## src/rtl/gate_bist_pkg.sv

```systemverilog
// Shared types and helpers for the gate_bist cell self-test block.
// Latency: n/a (types, constants and a combinational MISR helper only).
// Backpressure: n/a.
package gate_bist_pkg;

    typedef enum logic [1:0] {
        ST_IDLE = 2'd0,
        ST_RUN  = 2'd1,
        ST_DONE = 2'd2
    } state_e;

    localparam logic [7:0] DEF_POLY  = 8'h1D;
    localparam logic [7:0] DEF_SEED  = 8'h00;

    // Widest signature the helper below can handle; callers zero-extend.
    localparam int SIG_W_MAX = 32;

    // One bit of the next MISR value: shift left, fold the outgoing MSB back
    // through the polynomial, and inject the sampled response into bit 0.
    function automatic logic misr_bit(
        input logic [SIG_W_MAX-1:0] sig,
        input logic [SIG_W_MAX-1:0] poly,
        input logic [4:0]           msb_idx,
        input logic [4:0]           idx,
        input logic                 din
    );
        logic b;
        b = sig[msb_idx] & poly[idx];
        if (idx == 5'd0) begin
            b = b ^ din;
        end else begin
            b = b ^ sig[idx - 5'd1];
        end
        return b;
    endfunction

endpackage

```

## src/rtl/gate_bist_misr.sv

```systemverilog
// Signature register: loads the seed on load, folds din in on en (load wins).
// Latency: sig reflects load/en one cycle after the sampling edge.
// Backpressure: none; en is taken every cycle it is high.
// Ports: CLK, R (async active-low), load, en, din -> sig[SIG_W-1:0].
module gate_bist_misr
    import gate_bist_pkg::*;
#(
    parameter int               SIG_W = 8,
    parameter logic [SIG_W-1:0] POLY  = SIG_W'(DEF_POLY),
    parameter logic [SIG_W-1:0] SEED  = SIG_W'(DEF_SEED)
) (
    input  logic             CLK,
    input  logic             R,
    input  logic             load,
    input  logic             en,
    input  logic             din,
    output logic [SIG_W-1:0] sig
);

    logic [SIG_W-1:0]     sig_q;
    logic [SIG_W-1:0]     sig_d;
    logic [SIG_W-1:0]     step;
    logic [SIG_W_MAX-1:0] sig_ext;
    logic [SIG_W_MAX-1:0] poly_ext;

    always_comb begin
        sig_ext               = '0;
        sig_ext[SIG_W-1:0]    = sig_q;
        poly_ext              = '0;
        poly_ext[SIG_W-1:0]   = POLY;
        step                  = '0;
        for (int i = 0; i < SIG_W; i++) begin
            step[i] = misr_bit(sig_ext, poly_ext, 5'(SIG_W - 1), 5'(i), din);
        end
        sig_d = sig_q;
        if (load) begin
            sig_d = SEED;
        end else if (en) begin
            sig_d = step;
        end
    end

    always_ff @(posedge CLK or negedge R) begin
        if (!R) begin
            sig_q <= SEED;
        end else begin
            sig_q <= sig_d;
        end
    end

    assign sig = sig_q;

endmodule

```

## src/rtl/gate_bist.sv

```systemverilog
// Exhaustive Gray-order stimulus driver for a combinational cell plus MISR compare.
// Latency: 2^N_IN*SETTLE cycles from START to DONE/PASS; VEC valid the cycle after START.
// Backpressure: none; START is ignored while a run is in progress.
// Ports: CLK, R (async active-low), START, Y, SIG_EXP -> VEC, BUSY, DONE, PASS, SIG.
module gate_bist
    import gate_bist_pkg::*;
#(
    parameter int               N_IN   = 3,
    parameter int               SETTLE = 2,
    parameter int               SIG_W  = 8,
    parameter logic [SIG_W-1:0] POLY   = SIG_W'(DEF_POLY),
    parameter logic [SIG_W-1:0] SEED   = SIG_W'(DEF_SEED)
) (
    input  logic             CLK,
    input  logic             R,
    input  logic             START,
    input  logic             Y,
    input  logic [SIG_W-1:0] SIG_EXP,
    output logic [N_IN-1:0]  VEC,
    output logic             BUSY,
    output logic             DONE,
    output logic             PASS,
    output logic [SIG_W-1:0] SIG
);

    localparam int              HC_W    = (SETTLE > 1) ? $clog2(SETTLE) : 1;
    localparam logic [HC_W-1:0] HC_LAST = HC_W'(SETTLE - 1);

    state_e               state_q, state_d;
    logic [N_IN-1:0]      cnt_q, cnt_d;
    logic [HC_W-1:0]      hc_q, hc_d;
    logic                 pass_q, pass_d;
    logic                 load;
    logic                 sample;
    logic [SIG_W-1:0]     sig_next;
    logic [SIG_W_MAX-1:0] sig_ext;
    logic [SIG_W_MAX-1:0] poly_ext;

    // Value the MISR will hold after this cycle's sample; needed so the final
    // compare sees the signature including the last response bit.
    always_comb begin
        sig_ext             = '0;
        sig_ext[SIG_W-1:0]  = SIG;
        poly_ext            = '0;
        poly_ext[SIG_W-1:0] = POLY;
        sig_next            = '0;
        for (int i = 0; i < SIG_W; i++) begin
            sig_next[i] = misr_bit(sig_ext, poly_ext, 5'(SIG_W - 1), 5'(i), Y);
        end
    end

    always_comb begin
        state_d = state_q;
        cnt_d   = cnt_q;
        hc_d    = hc_q;
        pass_d  = pass_q;
        load    = 1'b0;
        sample  = 1'b0;
        case (state_q)
            ST_IDLE, ST_DONE: begin
                if (START) begin
                    state_d = ST_RUN;
                    cnt_d   = '0;
                    hc_d    = '0;
                    pass_d  = 1'b0;
                    load    = 1'b1;
                end
            end
            ST_RUN: begin
                if (hc_q == HC_LAST) begin
                    sample = 1'b1;
                    hc_d   = '0;
                    cnt_d  = cnt_q + 1'b1;  // wraps to 0 after the last vector
                    if (cnt_q == '1) begin
                        state_d = ST_DONE;
                        pass_d  = (sig_next == SIG_EXP);
                    end
                end else begin
                    hc_d = hc_q + 1'b1;
                end
            end
            default: begin
                state_d = ST_IDLE;
            end
        endcase
    end

    always_ff @(posedge CLK or negedge R) begin
        if (!R) begin
            state_q <= ST_IDLE;
            cnt_q   <= '0;
            hc_q    <= '0;
            pass_q  <= 1'b0;
        end else begin
            state_q <= state_d;
            cnt_q   <= cnt_d;
            hc_q    <= hc_d;
            pass_q  <= pass_d;
        end
    end

    gate_bist_misr #(
        .SIG_W (SIG_W),
        .POLY  (POLY),
        .SEED  (SEED)
    ) u_misr (
        .CLK  (CLK),
        .R    (R),
        .load (load),
        .en   (sample),
        .din  (Y),
        .sig  (SIG)
    );

    // Gray encode so consecutive vectors differ in exactly one pin.
    assign VEC  = (state_q == ST_RUN) ? (cnt_q ^ (cnt_q >> 1)) : '0;
    assign BUSY = (state_q == ST_RUN);
    assign DONE = (state_q == ST_DONE);
    assign PASS = pass_q;

endmodule
```

## config.mk

```make
export PLATFORM = sky130hd
export DESIGN_NAME = gate_bist
export DESIGN_NICKNAME = d
export VERILOG_FILES = /design/src/rtl/gate_bist_pkg.sv /design/src/rtl/gate_bist_misr.sv /design/src/rtl/gate_bist.sv
export SDC_FILE = /design/constraint.sdc
export NUM_CORES = 1
export LEC_CHECK = 0
export ABC_CLOCK_PERIOD_IN_PS = 2400
export CORE_ASPECT_RATIO = 2
export CORE_MARGIN = 2
export CORE_UTILIZATION = 30
export DETAILED_ROUTE_END_ITERATION = 12
export HOLD_SLACK_MARGIN = 0.05
export PLACE_DENSITY = 0.63
export SLEW_MARGIN = 20
export SYNTH_ARGS = -nofsm -noshare
export SYNTH_HDL_FRONTEND = slang
export SYNTH_SLANG_ARGS = --single-unit
```

## constraint.sdc

```tcl
create_clock -name CLK -period 2.4 [get_ports CLK]
set_clock_uncertainty 0.1 [all_clocks]
set_input_delay 0.48 -clock CLK [delete_from_list [all_inputs] [get_ports CLK]]
set_output_delay 0.48 -clock CLK [all_outputs]
set_load 0.03 [all_outputs]
```

==> results of run 1 <==
## metal layers
metal	vias up	wire, um	global-route usage [%]
met1	331	732	14.94
li1	337	-	-
met5	-	0	0
met4	0	17	6.000
met2	10	1015	22.34
met3	2	53	0.8475
## timing repair
item / in CTS / in global routing
buffers inserted: 0 / 0
gates resized for setup: 0 / 1
hold endpoints to repair: 0 / 0
setup endpoints to repair: 0 / 1
## kinds of logic (layout without fill, tap and decap cells)
| group | Yosys count | count (layout) |
|---|---|---|
| AND/OR/NAND/NOR | 36 | 36 |
| buffers and inverters | 7 | 31 |
| flip-flops | 15 | 15 |
| adder cells (fa/ha/maj) | 2 | 2 |
| XOR/XNOR | 13 | 13 |
| AO/OA/AOI/OAI | 14 | 14 |
## cell usage in the layout (no fill, tap or decap), types with 3 or more instances in the layout
cell type,n
a21oi_1,4
and2_1,3
clkbuf_8,3
clkdlybuf4s50_1,24
dfrtp_1,15
nand2_1,14
nand2b_1,4
nand3_1,8
nor2_1,3
o21ai_1,3
xnor2_1,13
## registers in the layout, indices dropped and copies added (netlist names)
name        cells
state_q         2
cnt_q           3
u_misr.sig      8
PASS            1
hc_q            1
## worst max-delay path by stage
stage | slack, ns | endpoint | cells past startpoint | from
after floorplan | 0.81 | VEC[0] | 4 | state_q[0]$_DFFE_PN0P_
after global placement | 0.36 | VEC[0] | 4 | state_q[1]$_DFFE_PN0P_
after detailed placement | 0.34 | VEC[0] | 4 | state_q[1]$_DFFE_PN0P_
after CTS | 0.07 | VEC[0] | 4 | state_q[1]$_DFFE_PN0P_
after global routing | 0.05 | VEC[2] | 4 | state_q[1]$_DFFE_PN0P_
final | 0.13 | VEC[2] | 4 | state_q[1]$_DFFE_PN0P_
## final cells by class
cell class / count / share of cell area (%)
clock buffers: 3 / 3.654
clock inverters: 1 / 0.4430
inverters: 2 / 0.7752
multi-input cells: 65 / 36.43
flip-flops and latches: 15 / 33.22
well taps: 28 / 3.101
repair buffers: 25 / 22.37
## power groups by stage
| stage | sequential, mW | combinational [mW] | clock (mW) |
|---|---|---|---|
| final | 0.498 | 0.910 | 0.202 |
| after global routing | 0.516 | 0.995 | 0.223 |
| after CTS | 0.498 | 0.929 | 0.209 |
| after detailed placement | 0.502 | 0.928 | 0 |
| after global placement | 0.495 | 0.914 | 0 |
| after floorplan | 0.575 | 0.569 | 0 |
## stage by stage
step	std cells	total power [mW]	worst slack [ns]	utilization, %	instance area [um^2]
2_1_floorplan	87	1.144	0.8085	-	824.5
3_3_place_gp	135	1.409	0.3645	42.06	1081
3_5_place_dp	135	1.431	0.3437	42.06	1081
4_1_cts	139	1.635	0.07156	43.87	1127
5_1_grt	139	1.734	0.05340	43.96	1130
6_report	139	1.609	0.1252	43.96	1130
## critical path, cell delays in order, from the launching register on
cell             delay, ns
dfrtp_1               0.37
nand2b_2              0.21
clkinv_2              0.09
and2_1                0.12
clkdlybuf4s50_1       0.66
==> flow_summary.toml, run 1 <==
[synthesis]
async_reset_ff_share_pct = 100.0
muxShareOfSynthArea_pct = 0
synth_common_cells = "dfrtp_1, nand2_1, xnor2_1"
syn_inst = 87
synth.area.top_cells = "dfrtp_1, xnor2_1, nand2_1"
synth-seq-cells = 15
synth-xor-area-share_pct = 13.81
yosys_most_used_dff = "dfrtp_1"
synth.most_common_cell = "dfrtp_1"
synth_top_family_by_area = "simple AND/OR/NAND/NOR gates"
synth_fa_ha_area_share_pct = 3.035
synth-simple-area-share_pct = 22.00
syn_area_um2 = 824.5
synth_compound_area_share_pct = 11.08
synth_cell_type_count = 24
netlist.area_leader.share_pct = 45.52
yosys_warnings = 0
ys_seq_area_share_pct = 45.52
synth_enable_flop_cells = 0
yosys.area.top_type = "dfrtp_1"
avgSynthCellArea_um2 = 9.477
syn_nets = 101

[outcome]
status = "complete, no violations"

[job]
cap_violations = 0

[worst_hold_path]
hold_depth = 1
hold_path.class = "reg2reg"
min_delay_worst_endpoint = "cnt_q[0]$_DFFE_PN0P_"
worstHoldStart = "cnt_q[0]$_DFFE_PN0P_"

[power]
p_leak_nw = 0.4670
p_comb_share_pct = 56.5
powerDensity_nw_per_um2 = 1424
clockPowerShare_pct = 12.5
peakVddDrop_v = 0.0006953
pwr-share-seq_pct = 30.9
p_sw_mw = 0.7283
swShare_pct = 45.27
intPower_mw = 0.8804

[sta]
relSlewSlack_pct = 54.14
rsz0062_at_grt = "no"
whs_ns = 0.3927
hold_viol_final = 0
min_period_ns = 2.275
tns_ns = 0
timing.fmax_ghz = 0.4396
period_share_pct = 94.78
final-setup-viol-count = 0
tightest_slew_ns = 0.6858
slew_violations = 0

[route]
drt-vias-per-instance = 4.892
vias = 680
drt_iter0_markers = 12
postRouteAntennaNets = 0
wl_per_cell_um = 13.09
dr.pass1.iters = 2
drc = 0
drt_wl_total_um = 1819

[floorplan]
ioPinCount = 26
die_x_um = 41.07
row_count = 26
die_h_um = 78.14
core_um2 = 2570
start_util_pct = 32.08
die_area_um2 = 3209

[critical_path]
crit_fanout = 7
crit_arrival_ns = 1.69
reg2reg_slack_ns = 0.91
r2r-end = "u_misr.sig[3]$_DFFE_PN0P_"
reg2reg_depth = 5
crit_type = "reg2out"
required_ns = 1.82
r2r-start = "state_q[1]$_DFFE_PN0P_"
cp-end-kind = "output port"
worstSetupStartpointType = "register"

[placed_design]
gp_congestion = 0.7961
portBuffers = 25
post-dp-hpwl_um = 1413

[grt]
grt_max_degree = 16
grt_pass1_wl_um = 2953
grt_overflow = 0
antenna_found_initial = 0
grt.total_usage_pct = 13.04
grt_pass1_vias = 665

[finish]
fin_nets = 126
drive_gt1_share_pct = 7.207
antenna_cells = 0
fill_cells = 268
multi_input_area_um2 = 411.6
regArea_um2 = 375.4
area_growth_pct = 37.03

[clocking]
numCtsBuffers = 3
hold_buffers = 0
cts_buffer_depth = 2
clock_latency_ns = 0.24
ctsHtreeMaxLevel = 1
cts_tree = "done"
numClockSinks = 15
clkSlewWorstSetupHoldPaths_ns = 0.06
cts_root_buf = "clkbuf_8"
No activity file was read; power rests on OpenSTA's default activity.
==> run 2: changes to the inputs <==
--- a/config.mk
+++ b/config.mk
@@ -11,7 +11,7 @@
 export CORE_UTILIZATION = 30
 export DETAILED_ROUTE_END_ITERATION = 12
 export HOLD_SLACK_MARGIN = 0.05
-export PLACE_DENSITY = 0.63
+export PLACE_DENSITY_LB_ADDON = 0.15
 export SLEW_MARGIN = 20
 export SYNTH_ARGS = -nofsm -noshare
 export SYNTH_HDL_FRONTEND = slang
==> run 2 against run 1 <==
Via count shrank 0.59%. Sequential share of layout area is essentially flat. Flip-flop and latch count is the same. Wire length grew 2.4%. Count of clock-buffer cells in the layout grew 1. Sequential power shrank 1%.
==> flow_summary.toml, run 2 (synthesized netlist as in run 1, its figures left out) <==
[clocking]
cts_buffer_depth = 2
clock_latency_ns = 0.25
cts_root_buf = "clkbuf_8"
cts_tree = "done"
hold_buffers = 0
numCtsBuffers = 3
clkSlewWorstSetupHoldPaths_ns = 0.06
cts_setup_buffers = 0
numClockSinks = 15
ctsHtreeMaxLevel = 1
cts_resized = 0

[floorplan]
die_x_um = 41.07
ioPinCount = 26
die_h_um = 78.14
row_count = 26
core_um2 = 2570
die_area_um2 = 3209
start_util_pct = 32.08

[grt]
grt.total_usage_pct = 14.04
grt_pass1_wl_um = 3049
grt_max_degree = 16
grt_pass1_vias = 665
grt_overflow = 0
antenna_found_initial = 0

[sta]
tns_ns = 0
hold_viol_final = 0
tightest_slew_ns = 0.6846
period_share_pct = 95.88
slew_violations = 0
relSlewSlack_pct = 54.21
setup_slack_ns = 0.09890
timing.fmax_ghz = 0.4346
min_period_ns = 2.301
final-setup-viol-count = 0
rsz0062_at_grt = "no"

[placed_design]
gp_congestion = 0.6782
portBuffers = 25
post-dp-hpwl_um = 1430
preCtsSetupSlack_ns = 0.3541

[critical_path]
worstSetupStartpointType = "register"
critPathMaxStageDelay_ns = 0.66
reg2reg_slack_ns = 0.92
critPathBufInv = 2
reg2reg_depth = 5
cp-end-kind = "output port"
cp_num_cells = 4
crit_chain = "nand2b_2, clkinv_2, and2_1, clkdlybuf4s50_1"
timing.critical_path.max_delay_family = "buffers and inverters"
crit_fanout = 7
crit_arrival_ns = 1.72
slowest_stage = "clkdlybuf4s50_1"
crit_type = "reg2out"
required_ns = 1.82

[route]
dr.pass1.iters = 3
wl_per_cell_um = 13.40
drt_wl_total_um = 1863
vias = 676
drt_iter0_markers = 10
drt-vias-per-instance = 4.863
postRouteAntennaNets = 0
drc = 0

[power]
peakVddDrop_v = 0.0009210
powerDensity_nw_per_um2 = 1429
power_mw = 1.613
p_leak_nw = 0.4643

[worst_hold_path]
hold_path.class = "reg2reg"
hold_depth = 1

[job]
cap_violations = 0

[finish]
largest_reg_flops = 8
area_growth_pct = 36.87
fin_nets = 126
drive_gt1_share_pct = 6.306
layout_common_cells = "clkdlybuf4s50_1, dfrtp_1, nand2_1"
fill_cells = 253
antenna_cells = 0
final_common_cell = "clkdlybuf4s50_1"

[outcome]
status = "complete, no violations"
==> run 2: changes by cell type in the layout (fill, tap and decap cells not counted) <==
| cell | before | now |
|---|---|---|
| clkinv_2 | 2 | 1 |
| clkbuf_1 | 0 | 1 |
==> run 2: area by class of cell <==
type / count / area, um^2 / share of cell area, %
timing repair buffer: 25 / 252.7 / 22.39
inverter: 2 / 8.758 / 0.7761
tap: 28 / 35.03 / 3.104
clock buffer: 4 / 45.04 / 3.991
multi-input combinational: 65 / 411.6 / 36.47
sequential: 15 / 375.4 / 33.26
==> run 2: path summary, 6_finish.rpt <==
| check | end | start |
|---|---|---|
| max reg2reg | u_misr.sig[3]$_DFFE_PN0P_ | state_q[1]$_DFFE_PN0P_ |
| min | cnt_q[0]$_DFFE_PN0P_ | cnt_q[0]$_DFFE_PN0P_ |
| max in group asynchronous | u_misr.sig[0]$_DFFE_PN0P_ | R |
| max | VEC[2] | state_q[1]$_DFFE_PN0P_ |
| min reg2reg | cnt_q[0]$_DFFE_PN0P_ | cnt_q[0]$_DFFE_PN0P_ |
| min in group asynchronous | state_q[1]$_DFFE_PN0P_ | R |
==> run 2: per-stage QoR <==
| stage | hold WS (ns) | util (%) | instance area, um^2 | cells |
|---|---|---|---|---|
| after global routing | 0.4032 | 43.91 | 1129 | 139 |
| after floorplan | 0.08441 | - | 824.5 | 87 |
| after global placement | 0.3781 | 42.06 | 1081 | 135 |
| final | 0.3879 | 43.91 | 1129 | 139 |
| after CTS | 0.3911 | 43.82 | 1126 | 139 |
| after detailed placement | 0.3786 | 42.06 | 1081 | 135 |
==> run 2: power by group <==
part | switching (mW) | internal (mW) | total (mW)
Combinational | 0.507 | 0.407 | 0.914
Clock | 0.0881 | 0.118 | 0.206
Sequential | 0.134 | 0.359 | 0.493
==> run 2: worst register-to-register path, cell delays in order (launching register included) <==
cell and delay [ns]:
dfrtp_1 0.37, nand2b_2 0.21, clkinv_2 0.10, and2_1 0.32, nor2_1 0.07, a211oi_1 0.21
==> run 2: metal layers <==
layer	vias up	track usage (%)	wire length, um
li1	337	-	-
met1	316	15.45	734
met2	18	23.28	1002
met3	5	1.977	82
met4	0	8.000	44
met5	-	0	0
==> run 3: changes to the inputs <==
--- a/config.mk
+++ b/config.mk
@@ -9,7 +9,9 @@
 export CORE_ASPECT_RATIO = 2
 export CORE_MARGIN = 2
 export CORE_UTILIZATION = 30
+export CTS_CLUSTER_DIAMETER = 200
 export DETAILED_ROUTE_END_ITERATION = 12
+export DONT_BUFFER_PORTS = 1
 export HOLD_SLACK_MARGIN = 0.05
 export PLACE_DENSITY_LB_ADDON = 0.15
 export SLEW_MARGIN = 20
==> run 3 against run 2 <==
First-iteration DRC count fell by 40%. Flip-flop and latch count unchanged. Sequential share of layout area is 9.1 points higher. Critical path depth fell by 1. Register-to-register slack got worse by 0.12 ns. Core utilization shrank 9.4 points. Die area unchanged. Via count down 11%. Total power fell by 13%. Count of clock-buffer cells in the layout down 1. Combinational power fell by 36%. Cell count is 17% lower.
==> flow_summary.toml, run 3 (synthesized netlist as in run 1, its figures left out) <==
[sta]
relSlewSlack_pct = 52.03
period_share_pct = 80.12
final-setup-viol-count = 0
tightest_slew_ns = 0.7172
whs_ns = 0.2513
min_period_ns = 1.923
slew_violations = 0
setup_slack_ns = 0.4771
hold_viol_final = 0
timing.fmax_ghz = 0.5201
tns_ns = 0
rsz0062_at_grt = "no"

[route]
drt_iter0_markers = 6
dr.pass1.iters = 2
drt_wl_total_um = 1777
postRouteAntennaNets = 0
drt-vias-per-instance = 5.217
wl_per_cell_um = 15.45
drc = 0
vias = 600

[clocking]
clock_latency_ns = 0.25
cts_buffer_depth = 2
cts_setup_buffers = 0
ctsHtreeMaxLevel = 1
numClockSinks = 15
clkSlewWorstSetupHoldPaths_ns = 0.06
numCtsBuffers = 3
cts_tree = "done"
cts_root_buf = "clkbuf_8"
cts_resized = 0

[critical_path]
reg2reg_slack_ns = 0.80
crit_start = "state_q[1]$_DFFE_PN0P_"
worstSetupStartpointType = "register"
crit_fanout = 7
cp-end-kind = "output port"
required_ns = 1.82
r2r-start = "u_misr.sig[3]$_DFFE_PN0P_"
crit_type = "reg2out"
crit_arrival_ns = 1.34

[grt]
grt_max_degree = 16
grt_overflow = 0
grt_pass1_vias = 585
antenna_found_initial = 0
grt.total_usage_pct = 12.87
grt_pass1_wl_um = 2815

[placed_design]
placed_cells = 110
post-dp-hpwl_um = 1359
preCtsSetupSlack_ns = 0.7414
gp_congestion = 0.6751
portBuffers = 0

[floorplan]
core_um2 = 2570
die_x_um = 41.07
ioPinCount = 26
die_h_um = 78.14
start_util_pct = 32.08
row_count = 26
die_area_um2 = 3209

[finish]
fin_nets = 102
largest_reg_flops = 8
layout_common_cells = "dfrtp_1, nand2_1, xnor2_1"
drive_gt1_share_pct = 9.195
layout.cells.non_filler = 115
area_growth_pct = 7.587
final_common_cell = "dfrtp_1"
antenna_cells = 0

[power]
power_mw = 1.406
peakVddDrop_v = 0.0006887
powerDensity_nw_per_um2 = 1585
p_leak_nw = 0.3650

[job]
cap_violations = 0

[outcome]
status = "complete, no violations"

[worst_hold_path]
hold_path.class = "in2reg"
worstHoldStart = "START"
==> run 3: path summary, 6_finish.rpt <==
check	end	cells past startpoint
min in group asynchronous	u_misr.sig[3]$_DFFE_PN0P_	1
worst max-delay path	VEC[0]	3
worst max register to register	PASS$_DFFE_PN0P_	4
worst min register to register	cnt_q[0]$_DFFE_PN0P_	1
worst min-delay path	state_q[1]$_DFFE_PN0P_	1
max in group asynchronous	state_q[0]$_DFFE_PN0P_	1
==> run 3: cell type report <==
class,count,area [um^2]
sequential,15,375.4
clock inverter,1,5.005
fill,282,1683
timing repair buffer,1,10.01
inverter,2,8.758
multi-input combinational,65,411.6
tap,28,35.03
clock buffer,3,41.29
==> run 3: critical path: stages, from the launching register on <==
cell and delay [ns]:
dfrtp_1 0.37, nand2b_2 0.21, clkinv_2 0.16, and2_1 0.36
==> run 3: through the flow <==
step | utilization [%] | area [um^2]
global route | 34.52 | 887.1
finish | 34.52 | 887.1
detailed placement | 32.33 | 830.8
CTS | 34.52 | 887.1
global placement | 32.33 | 830.8
floorplan | - | 824.5
==> run 3: timing repair <==
| action | 4_1_cts | 5_1_grt |
|---|---|---|
| setup endpoints to repair | 0 | 0 |
| hold buffers | 1 | 0 |
| hold endpoints to repair | 15 | 0 |
==> run 3: where the power goes <==
part | switching, mW | internal [mW] | total [mW]
Sequential | 0.264 | 0.356 | 0.619
Clock | 0.0914 | 0.115 | 0.206
Combinational | 0.354 | 0.227 | 0.581
Total | 0.709 | 0.697 | 1.41
==> run 3: per-layer routing <==
metal / GRT usage, % / up-vias / wire (um)
met4: 7.000 / 0 / 24
met3: 2.260 / 2 / 91
li1: - / 287 / -
met5: 0 / - / 0
met2: 20.94 / 15 / 955
met1: 14.55 / 296 / 706
